## config.mk

```make
export PLATFORM = sky130hd
export DESIGN_NAME = instr_mem_resp64
export DESIGN_NICKNAME = d
export VERILOG_FILES = /design/src/rtl/instr_mem_resp64.sv
export SDC_FILE = /design/constraint.sdc
export NUM_CORES = 1
export LEC_CHECK = 0
export ABC_AREA = 1
export BUFFER_PORTS_ARGS = -buffer_cell sky130_fd_sc_hd__buf_2
export CORE_AREA = 2 2 139 141
export CTS_CLUSTER_DIAMETER = 40
export DETAILED_ROUTE_END_ITERATION = 8
export DIE_AREA = 0 0 141 143
export HOLD_SLACK_MARGIN = 0.03
export PLACE_DENSITY = 0.43
export SYNTH_ARGS = -nofsm -noshare
export SYNTH_HDL_FRONTEND = slang
export SYNTH_SLANG_ARGS = --single-unit
```

## constraint.sdc

```tcl
create_clock -name clk_i -period 1.9 [get_ports clk_i]
set_clock_uncertainty 0.1 [all_clocks]
set_input_delay 0.57 -clock clk_i [delete_from_list [all_inputs] [get_ports clk_i]]
set_output_delay 0.57 -clock clk_i [all_outputs]
set_load 0.01 [all_outputs]
```

## src/rtl/instr_mem_resp64.sv

```systemverilog
// Instruction-fetch responder: in-order 64-bit fetch responses from a fixed-latency
// single-port SRAM macro, with a data-side write port that always wins the macro.
module instr_mem_resp64 #(
  parameter logic [31:0] BaseAddr       = 32'h8000_0000,
  parameter int          MemWords       = 4096,
  parameter int          MemLatency     = 1,
  parameter int          MaxOutstanding = 2
) (
  input  logic                        clk_i,
  input  logic                        rst_i,
  input  logic                        instr_req_i,
  input  logic [31:0]                 instr_addr_i,
  output logic                        instr_gnt_o,
  output logic                        instr_rvalid_o,
  output logic [63:0]                 instr_rdata_o,
  output logic                        instr_err_o,
  input  logic                        wr_req_i,
  input  logic [31:0]                 wr_addr_i,
  input  logic [63:0]                 wr_wdata_i,
  input  logic [7:0]                  wr_be_i,
  output logic                        wr_gnt_o,
  output logic                        mem_req_o,
  output logic                        mem_we_o,
  output logic [$clog2(MemWords)-1:0] mem_addr_o,
  output logic [63:0]                 mem_wdata_o,
  output logic [7:0]                  mem_be_o,
  input  logic [63:0]                 mem_rdata_i
);

  localparam int          DATA_W = 64;
  localparam int          AW     = $clog2(MemWords);
  localparam int          CW     = $clog2(MaxOutstanding + 1);
  localparam logic [32:0] WinLo  = {1'b0, BaseAddr};
  // Upper bound is computed in 33 bits so a window ending at 2^32 does not wrap.
  localparam logic [32:0] WinHi  = {1'b0, BaseAddr} + (33'(MemWords) << 3);
  localparam logic [CW:0] MaxOcc = (CW + 1)'(MaxOutstanding);
  localparam logic [CW-1:0] MaxCnt = CW'(MaxOutstanding);

  function automatic logic in_window(input logic [31:0] addr);
    logic [32:0] a;
    a = {1'b0, addr[31:3], 3'b000};
    return (a >= WinLo) && (a < WinHi);
  endfunction

  logic [31:0]           fetch_off;
  logic [31:0]           wr_off;
  logic                  fetch_hit;
  logic                  wr_hit;
  logic                  fetch_gnt;
  logic                  wr_access;
  logic                  rd_access;
  logic                  retire;
  logic [CW-1:0]         outstanding;
  logic [CW:0]           occ_after;
  logic [MemLatency-1:0] vld_p;
  logic [MemLatency-1:0] err_p;
  logic                  unused_bits;

  assign fetch_off   = instr_addr_i - BaseAddr;
  assign wr_off      = wr_addr_i - BaseAddr;
  assign fetch_hit   = in_window(instr_addr_i);
  assign wr_hit      = in_window(wr_addr_i);
  assign unused_bits = ^{fetch_off, wr_off, instr_addr_i[2:0], wr_addr_i[2:0]};

  // A response retiring this cycle frees its slot for a same-cycle grant.
  assign retire    = vld_p[MemLatency-1];
  assign occ_after = {1'b0, outstanding} - {{CW{1'b0}}, retire};
  assign fetch_gnt = ~rst_i & instr_req_i & ~wr_req_i & (occ_after < MaxOcc);

  assign wr_gnt_o    = ~rst_i & wr_req_i;
  assign instr_gnt_o = fetch_gnt;
  assign wr_access   = wr_gnt_o & wr_hit;
  assign rd_access   = fetch_gnt & fetch_hit;

  // Macro port: the write owns the address whenever one is requested.
  assign mem_req_o   = wr_access | rd_access;
  assign mem_we_o    = wr_access;
  assign mem_addr_o  = wr_req_i ? wr_off[AW+2:3] : fetch_off[AW+2:3];
  assign mem_wdata_o = wr_wdata_i;
  assign mem_be_o    = wr_access ? wr_be_i : 8'h00;

  // Stage p0 captures the grant; stage p[MemLatency-1] lines up with mem_rdata_i.
  always_ff @(posedge clk_i or posedge rst_i) begin
    if (rst_i) begin
      vld_p <= '0;
      err_p <= '0;
    end else begin
      vld_p[0] <= fetch_gnt;
      err_p[0] <= fetch_gnt & ~fetch_hit;
      for (int i = 1; i < MemLatency; i++) begin
        vld_p[i] <= vld_p[i-1];
        err_p[i] <= err_p[i-1];
      end
    end
  end

  always_ff @(posedge clk_i or posedge rst_i) begin
    if (rst_i) begin
      outstanding <= '0;
    end else begin
      case ({fetch_gnt, retire})
        2'b10:   outstanding <= outstanding + CW'(1);
        2'b01:   outstanding <= outstanding - CW'(1);
        default: outstanding <= outstanding;
      endcase
    end
  end

  // Response stage: data is steered straight from the macro, zeroed on error or idle.
  logic [DATA_W-1:0] rdata_sel;
  assign rdata_sel      = (retire & ~err_p[MemLatency-1]) ? mem_rdata_i : '0;
  assign instr_rvalid_o = retire;
  assign instr_err_o    = err_p[MemLatency-1];
  assign instr_rdata_o  = rdata_sel;

  a_cnt_max: assert property (@(posedge clk_i) disable iff (rst_i)
    outstanding <= MaxCnt);
  a_cnt_over: assert property (@(posedge clk_i) disable iff (rst_i)
    !(fetch_gnt && !retire && outstanding == MaxCnt));
  a_cnt_under: assert property (@(posedge clk_i) disable iff (rst_i)
    !(retire && !fetch_gnt && outstanding == '0));

endmodule

```

==> flow_summary.ini, run 1 <==
[route]
drt_iter0_markers = 39
routed_via_density = 3.30
wl_met2_um = 3910
dr.pass1.iters = 4
vias = 2423
wl_met1_um = 2800
topRoutingLayerUsed = met5
totalWireLength_um = 8080
drc = 0
dr_wl_met3_um = 1290
final_antenna_net_count = 0
wl_per_cell_um = 11.0

[sta]
worst_hold_slack_ns = 0.306
max_freq_ghz = 0.463
rsz0062_at_grt = true
slew_viol_final = 0
setup-violations-final = 82
slew_headroom = 0.819
finalWorstSetupSlack_ns = -0.262
hold_viol = 0
finalCritPeriodShare = 1.14
worst_pin_slew_ns = 0.270
fin_crit_ns = 2.16

[synth]
synth_cells = 306
synth_top_family_by_area = buffers and inverters
synth_area_sq_um = 1540
yosys.area.top_type = buf_4
synth-simple-area-share = 0.369
yosys_warnings = 0
ys_ff_latch = 4
synth_top_area_frac = 0.312
synth_xor_xnor_area_share = 0.0114
avgSynthCellArea_sq_um = 5.03
synth_compound_area_frac = 0.0130
synthAdderAreaFrac = 0.00814
syn_nets = 511
synth.distinct_cells = 20
seq_area_frac_synth = 0.0651
yosys-top-cells-area = buf_4 (31%), nor2_1 (21%), inv_1 (19%)
yosys-mux-area-fraction = 0

[placed_design]
gp_congestion = 0.659
port_buffers = 223
placed_cells = 709
dp_hpwl_um = 5510
dpl_cell_area_sq_um = 2600
dp_slack_ns = -0.323

[worst_setup_path]
end_kind = output pin
arrival_ns = 1.49
start_kind = flop
critical_path_class = flop to output pin
cp.required_ns = 1.23
critPathMaxFanout = 6

[finish]
most-common-layout-cells = buf_2 (179), inv_1 (74), buf_6 (52), nor2_4 (40)
n_fill_cell = 2067
antenna_cells = 0
instances_no_fill = 734
nets = 707
area_growth_pct = 148
drive_above_1_share = 0.710
final_common_cell = buf_2
final_cell_area_sq_um = 3810

[clock_network]
htree_levels = 1
clk_path_buf_depth = 2
path_clk_slew_ns = 0.03
cts-hold-fix-buffers = 0
cts-root-buf = clkbuf_16
cts_tree = done
clock_latency_ns = 0.22
numCtsBuffers = 3
cts_sinks = 4

[floorplan]
dieArea_sq_um = 20200
core_area_sq_um = 18600
ios = 358
die_h_um = 143
start_util = 0.0828
die_x_um = 141
row_count = 50

[hold_path]
hp-class = input port to async pin

[status]
violations = setup timing
outcome = complete, but fails checks

[grt]
grtUsageTotal = 0.0649
grt_pass1_wl_um = 10100
antenna_found_initial = 0
overflow = 0
grt_pass1_vias = 2004
grt_max_degree = 14

[flow_run]
maxCapViolations = 0

[power]
finalPower_mw = 1.37
cellPowerDensity_nw_per_um2 = 359
p_leak_nw = 2.21
ir_drop_mv = 0.231
==> cell families (layout without fill, tap and decap cells) <==
family | after synthesis | in the layout
flip-flops | 4 | 4
XOR/XNOR | 2 | 2
AO/OA/AOI/OAI | 4 | 4
buffers and inverters | 152 | 345
AND/OR/NAND/NOR | 143 | 144
adder cells (fa/ha/maj) | 1 | 1
==> what timing repair did <==
| item | 4_1_cts | 5_1_grt |
|---|---|---|
| setup endpoints to repair | 87 | 90 |
| pin swaps | 9 | 29 |
| hold endpoints to repair | 0 | 0 |
| setup buffers | 11 | 5 |
| gates cloned | 5 | 3 |
| resized for setup | 58 | 147 |
==> worst max-delay path: stages (launching register included) <==
cell and delay [ns]:
dfrtp_1 0.34, inv_2 0.04, or2_4 0.32, buf_12 0.17, clkbuf_16 0.16, nor2_1 0.09
buf_2 0.14
==> metrics by stage <==
step                      setup TNS [ns]   util
after global placement             -4.18  0.140
after floorplan                  -0.0522      -
after global routing              -19.45  0.205
after CTS                         -14.02  0.168
after detailed placement           -3.90  0.140
final                             -14.56  0.205
==> final timing paths <==
path,end,start,cells past startpoint,slack (ns)
setup reg to reg,instr_err_o,instr_rvalid_o,15,-0.06
hold reg to reg,outstanding[1],outstanding[1],1,0.45
max in group asynchronous,outstanding[0],rst_i,4,1.28
min in group clk_i,outstanding[1],outstanding[1],1,0.45
setup / recovery,instr_rdata_o[54],instr_rvalid_o,6,-0.26
hold / removal,outstanding[1],rst_i,4,0.31
==> registers in the layout, summed over array words and instances, names as in the netlist <==
| name | cells |
|---|---|
| outstanding | 2 |
| instr_err_o | 1 |
| instr_rvalid_o | 1 |
==> routing by layer <==
metal	track usage	up-vias
met1	0.0644	996
met4	0.0142	2
met3	0.0476	8
met5	0.0125	-
li1	-	1180
met2	0.109	237
==> layout make-up <==
cell class,instances,area (sq um),share of cell area
Inverter,79,304,0.0798
Timing Repair Buffer,263,1960,0.515
Clock buffer,3,75.1,0.0197
Multi-Input combinational cell,151,1080,0.282
Tap cell,234,293,0.0768
Sequential cell,4,101,0.0266
==> Yosys cell counts <==
cell type / number
a21oi_1: 1
buf_2: 7
buf_4: 64
clkbuf_1: 2
dfrtp_1: 4
ha_1: 1
inv_1: 78
inv_2: 1
nand2_1: 44
nand3_1: 3
nand3_2: 1
nor2_1: 88
nor2_2: 1
nor2_4: 1
nor3_1: 2
nor3b_1: 1
o21ai_0: 3
or2_1: 1
or2_2: 1
xnor2_1: 2
==> report_power, final <==
group / internal (mW) / switching, mW
clock: 0.269 / 0.0585
combinational: 0.488 / 0.394
sequential: 0.115 / 0.0450
total: 0.871 / 0.497
Power figures use the tool's default switching activity.
==> run 2, diff against run 1 <==
==> constraint.sdc (replaced) <==
create_clock -name clk_i -period 1.9 [get_ports clk_i]
set_clock_uncertainty 0.1 [all_clocks]
set_input_delay 0.095 -clock clk_i [delete_from_list [all_inputs] [get_ports clk_i]]
set_output_delay 0.095 -clock clk_i [all_outputs]
set_load 0.01 [all_outputs]
==> run 2 against run 1 <==
- the run now ends clean
- combinational power shrank 45%
- final area shrank 32%
- sequential share of layout area grew 1.2 points
- critical path type unchanged
- cell count shrank 4.6%
- core utilization shrank 6.6 points
- sequential power shrank 14%
- hold slack lost 0.22 ns
- wire length shrank 18%
- largest cell class unchanged
- first-iteration DRC count grew 21%
==> flow_summary.ini, run 2 (synthesis gave the netlist of run 1 again) <==
[status]
outcome = finished clean

[finish]
drive_above_1_share = 0.517
final_common_cell = buf_2
most-common-layout-cells = buf_2 (223), nor2_1 (87), inv_1 (78), nand2_1 (44), buf_4 (5)
nets = 673
instances_no_fill = 700
top_register = outstanding
area_growth_pct = 68.3
antenna_cells = 0
largest_reg_flops = 2

[clock_network]
htree_levels = 1
cts_tree = done
numCtsBuffers = 3
clock_latency_ns = 0.22
path_clk_slew_ns = 0.03
cts_sinks = 4
clk_path_buf_depth = 2
post_cts.repair.setup_buffers = 0
cts-root-buf = clkbuf_16

[worst_setup_path]
arrival_ns = 1.56
critPathMaxStageDelay_ns = 0.41
start_kind = flop
critPathMaxFanout = 43
cp.required_ns = 1.70
crit_chain = inv_1, or2_2, buf_4, nor2_1, buf_2
critical_path_class = flop to output pin
end_kind = output pin
slowest_stage = dfrtp_1

[sta]
finalCritPeriodShare = 0.924
worst_pin_slew_ns = 0.590
hold_viol = 0
finalWorstSetupSlack_ns = 0.145
max_freq_ghz = 0.570
slew_viol_final = 0
worst_hold_slack_ns = 0.0900
fin_crit_ns = 1.76
rsz0062_at_grt = true
setup-violations-final = 0
final.setup.tns_ns = 0
slew_headroom = 0.604

[route]
vias = 2119
final_antenna_net_count = 0
drt_iter0_markers = 47
totalWireLength_um = 6640
routed_via_density = 3.03
wl_per_cell_um = 9.49
drc = 0
dr.pass1.iters = 4

[grt]
overflow = 0
grt_pass1_vias = 1807
grt_max_degree = 44
grtUsageTotal = 0.0563
antenna_found_initial = 0
grt_pass1_wl_um = 8740

[placed_design]
gp_congestion = 0.655
dp_slack_ns = 0.306
port_buffers = 223
dp_hpwl_um = 5790
placed_cells = 695

[floorplan]
ios = 358
start_util = 0.0828
dieArea_sq_um = 20200
die_x_um = 141
row_count = 50
die_h_um = 143
core_area_sq_um = 18600

[power]
p_leak_nw = 1.88
finalPower_mw = 0.944
cellPowerDensity_nw_per_um2 = 365
ir_drop_mv = 0.345

[hold_path]
hp-class = input port to output pin

[flow_run]
maxCapViolations = 0
[run 2: final timing paths]
kind | from | to | slack [ns] | cells after the start
setup / recovery | instr_rvalid_o | instr_rdata_o[45] | 0.14 | 5
hold / removal | wr_wdata_i[14] | mem_wdata_o[14] | 0.09 | 0
setup reg to reg | instr_rvalid_o | outstanding[1] | 0.27 | 8
hold reg to reg | outstanding[1] | outstanding[1] | 0.40 | 1
max in group asynchronous | rst_i | outstanding[1] | 1.29 | 4
min in group asynchronous | rst_i | outstanding[0] | 0.31 | 4
[run 2: area by class of cell]
cell class              instances  area [sq um]
well taps                     234           293
multi-input cells             151           661
clock buffers                   3          75.1
repair buffers                229          1160
fillers                      2158         16000
inverters                      79           297
flip-flops and latches          4           100
[run 2: worst max-delay path, delay by kind of cell (launching register included)]
family / cells / cell delay (ns)
buffers and inverters: 3 / 0.48
AND/OR/NAND/NOR: 2 / 0.43
flip-flops: 1 / 0.41
[run 2: power by group]
part,leakage [nW],internal (mW),switching (mW)
Sequential,0.0508,0.112,0.0259
Clock,0.0370,0.269,0.0560
Combinational,1.79,0.237,0.244
[run 2: routing by layer]
| metal | global-route usage | vias to the layer above | wire (um) |
|---|---|---|---|
| met2 | 0.0899 | 243 | 2850 |
| met1 | 0.0497 | 768 | 2190 |
| met3 | 0.0516 | 6 | 1500 |
| met5 | 0.0226 | - | 42 |
| li1 | - | 1100 | - |
| met4 | 0.0189 | 2 | 57 |
[run 2: what timing repair did]
item	in CTS	in global routing
gates resized for setup	0	6
setup endpoints to repair	0	5
hold buffers	1	0
hold endpoints to repair	4	0
[run 2: stage by stage]
stage / instance area [sq um] / utilization
3_3_place_gp: 2460 / 0.132
6_report: 2590 / 0.139
2_1_floorplan: 1540 / -
4_1_cts: 2550 / 0.137
3_5_place_dp: 2460 / 0.132
5_1_grt: 2590 / 0.139
==> run 3, diff against run 2 <==
--- a/config.mk
+++ b/config.mk
@@ -5,14 +5,13 @@
 export SDC_FILE = /design/constraint.sdc
 export NUM_CORES = 1
 export LEC_CHECK = 0
-export ABC_AREA = 1
 export BUFFER_PORTS_ARGS = -buffer_cell sky130_fd_sc_hd__buf_2
 export CORE_AREA = 2 2 139 141
 export CTS_CLUSTER_DIAMETER = 40
 export DETAILED_ROUTE_END_ITERATION = 8
 export DIE_AREA = 0 0 141 143
 export HOLD_SLACK_MARGIN = 0.03
-export PLACE_DENSITY = 0.43
+export PLACE_DENSITY = 0.42
 export SYNTH_ARGS = -nofsm -noshare
 export SYNTH_HDL_FRONTEND = slang
 export SYNTH_SLANG_ARGS = --single-unit
==> run 3 against run 2 <==
- sequential power barely moved
- combinational power is 1% lower
- synthesized area is 9.0% lower
- clock power increased by 2%
- worst setup slack better by 0.049 ns
- global-route usage is 0.058 points higher
- non-clock buffer count shrank 4
- total power up 0.25%
- critical endpoint is now mem_be_o[5]
- largest power group unchanged
==> flow_summary.ini, run 3 <==
[status]
outcome = finished clean

[floorplan]
dieArea_sq_um = 20200
start_util = 0.0754
die_h_um = 143
row_count = 50
ios = 358
die_x_um = 141
core_area_sq_um = 18600

[synth]
synth_flop_cell = dfrtp_1
synthMostInstantiatedCell = and2_1
yosys-mux-area-fraction = 0.0965
synthAdderAreaFrac = 0.00894
synth_top_family_by_area = simple AND/OR/NAND/NOR gates
synth_top_area_frac = 0.343
synth.distinct_cells = 22
seq_area_frac_synth = 0.0715
yosys-top-cells-area = buf_4 (34%), and2_1 (32%), mux2_2 (9.7%)
synth_edf_count = 0
yosys-top-cells-count = and2_1 (72), buf_4 (64), mux2_2 (12), clkbuf_1 (7), dfrtp_1 (4)
synth_compound_area_frac = 0.00983
synth_xor_xnor_area_share = 0.0250
synth_cells = 189
ys_ff_latch = 4
synthArstFlopShare = 1.00
synth-simple-area-share = 0.417
yosys_warnings = 0
syn_nets = 394
synth_area_sq_um = 1400
avgSynthCellArea_sq_um = 7.41
yosys.area.top_type = buf_4

[clock_network]
cts_sinks = 4
cts_tree = done
numCtsBuffers = 3
clock_latency_ns = 0.23
htree_levels = 1
cts-root-buf = clkbuf_16
path_clk_slew_ns = 0.03
clk_path_buf_depth = 2

[worst_setup_path]
end_kind = output pin
start_kind = input port
critPathMaxFanout = 10
arrival_ns = 1.51
critical_path_class = input port to output pin
cp.required_ns = 1.70

[grt]
grtUsageTotal = 0.0569
antenna_found_initial = 0
grt_pass1_vias = 1729
overflow = 0
grt_max_degree = 65
grt_pass1_wl_um = 8620

[placed_design]
port_buffers = 223
gp_congestion = 0.697
dp_hpwl_um = 5790

[route]
wl_per_cell_um = 11.1
drc = 0
totalWireLength_um = 6410
final_antenna_net_count = 0
dr.pass1.iters = 4
routed_via_density = 3.15
drt_iter0_markers = 18
vias = 1823

[finish]
drive_above_1_share = 0.704
nets = 552
n_fill_cell = 2163
top_register = outstanding
antenna_cells = 0
most-common-layout-cells = buf_2 (223), and2_1 (72), mux2_2 (12), dfrtp_1 (4)
final_common_cell = buf_2
largest_reg_flops = 2
area_growth_pct = 72.5
utilization = 0.130

[power]
ir_drop_mv = 0.311
p_leak_nw = 1.42
cellPowerDensity_nw_per_um2 = 392

[sta]
finalCritPeriodShare = 0.898
slew_headroom = 0.797
max_freq_ghz = 0.586
slew_viol_final = 0
worst_pin_slew_ns = 0.305
hold_viol = 0
final.setup.tns_ns = 0
worst_hold_slack_ns = 0.0639
rsz0062_at_grt = false
setup-violations-final = 0
fin_crit_ns = 1.71

[hold_path]
hp-class = input port to flop

[flow_run]
maxCapViolations = 0
run 3: where the power goes:
| part | leakage [nW] | switching (mW) | internal (mW) | total [mW] |
|---|---|---|---|---|
| Sequential | 0.0508 | 0.0247 | 0.113 | 0.137 |
| Combinational | 1.34 | 0.213 | 0.263 | 0.475 |
| Clock | 0.0370 | 0.0640 | 0.269 | 0.333 |
| Total | 1.42 | 0.301 | 0.645 | 0.946 |
run 3: final cells by class:
type | count | area [sq um] | share of cell area
repair buffers | 225 | 1150 | 0.475
multi-input cells | 111 | 793 | 0.328
well taps | 234 | 293 | 0.121
flip-flops and latches | 4 | 100 | 0.0415
clock buffers | 3 | 75.1 | 0.0311
inverters | 2 | 7.51 | 0.00311
run 3: worst max-delay path: stages:
cell	delay (ns)
dlygate4sd3_1	0.53
buf_2	0.13
nor2b_1	0.13
nand3_1	0.13
nor2_4	0.21
and2_1	0.16
buf_2	0.12
run 3: final timing paths:
check,from,end,slack (ns),cells after the start
setup / recovery,rst_i,mem_be_o[5],0.19,7
hold / removal,instr_addr_i[21],instr_err_o,0.06,3
setup reg to reg,instr_rvalid_o,outstanding[1],0.25,7
hold reg to reg,outstanding[1],outstanding[1],0.39,1
max in group asynchronous,rst_i,instr_err_o,1.33,3
min in group asynchronous,rst_i,outstanding[1],0.22,3
run 3: metrics by stage:
| stage | area, sq um | instances | power, mW | setup slack (ns) |
|---|---|---|---|---|
| 4_1_cts | 2410 | 579 | 0.965 | 0.0909 |
| 2_1_floorplan | 1400 | 189 | 0.490 | 0.328 |
| 3_5_place_dp | 2320 | 575 | 0.622 | 0.262 |
| 5_1_grt | 2410 | 579 | 1.01 | 0.0595 |
| 6_report | 2410 | 579 | 0.946 | 0.193 |
| 3_3_place_gp | 2320 | 575 | 0.622 | 0.256 |
run 3: logic make-up (layout without fill, tap and decap cells):
kind of cell             Yosys count  after routing
buffers and inverters             74            230
flip-flops                         4              4
AO/OA/AOI/OAI                      2              2
adder cells (fa/ha/maj)            1              1
multiplexers                      12             12
AND/OR/NAND/NOR                   92             92
XOR/XNOR                           4              4
run 3: per-layer routing:
layer / up-vias / global-route usage / part of all wire
met2: 210 / 0.0896 / 0.42
met4: 2 / 0.0405 / 0.046
li1: 842 / - / -
met1: 745 / 0.0576 / 0.37
met3: 24 / 0.0292 / 0.16
met5: - / 0.0125 / 0.0058
run 3: repair_timing:
item,CTS,global route
resized for setup,0,1
setup endpoints to repair,0,8
setup buffers,0,0
hold buffers,1,0
hold endpoints to repair,4,0
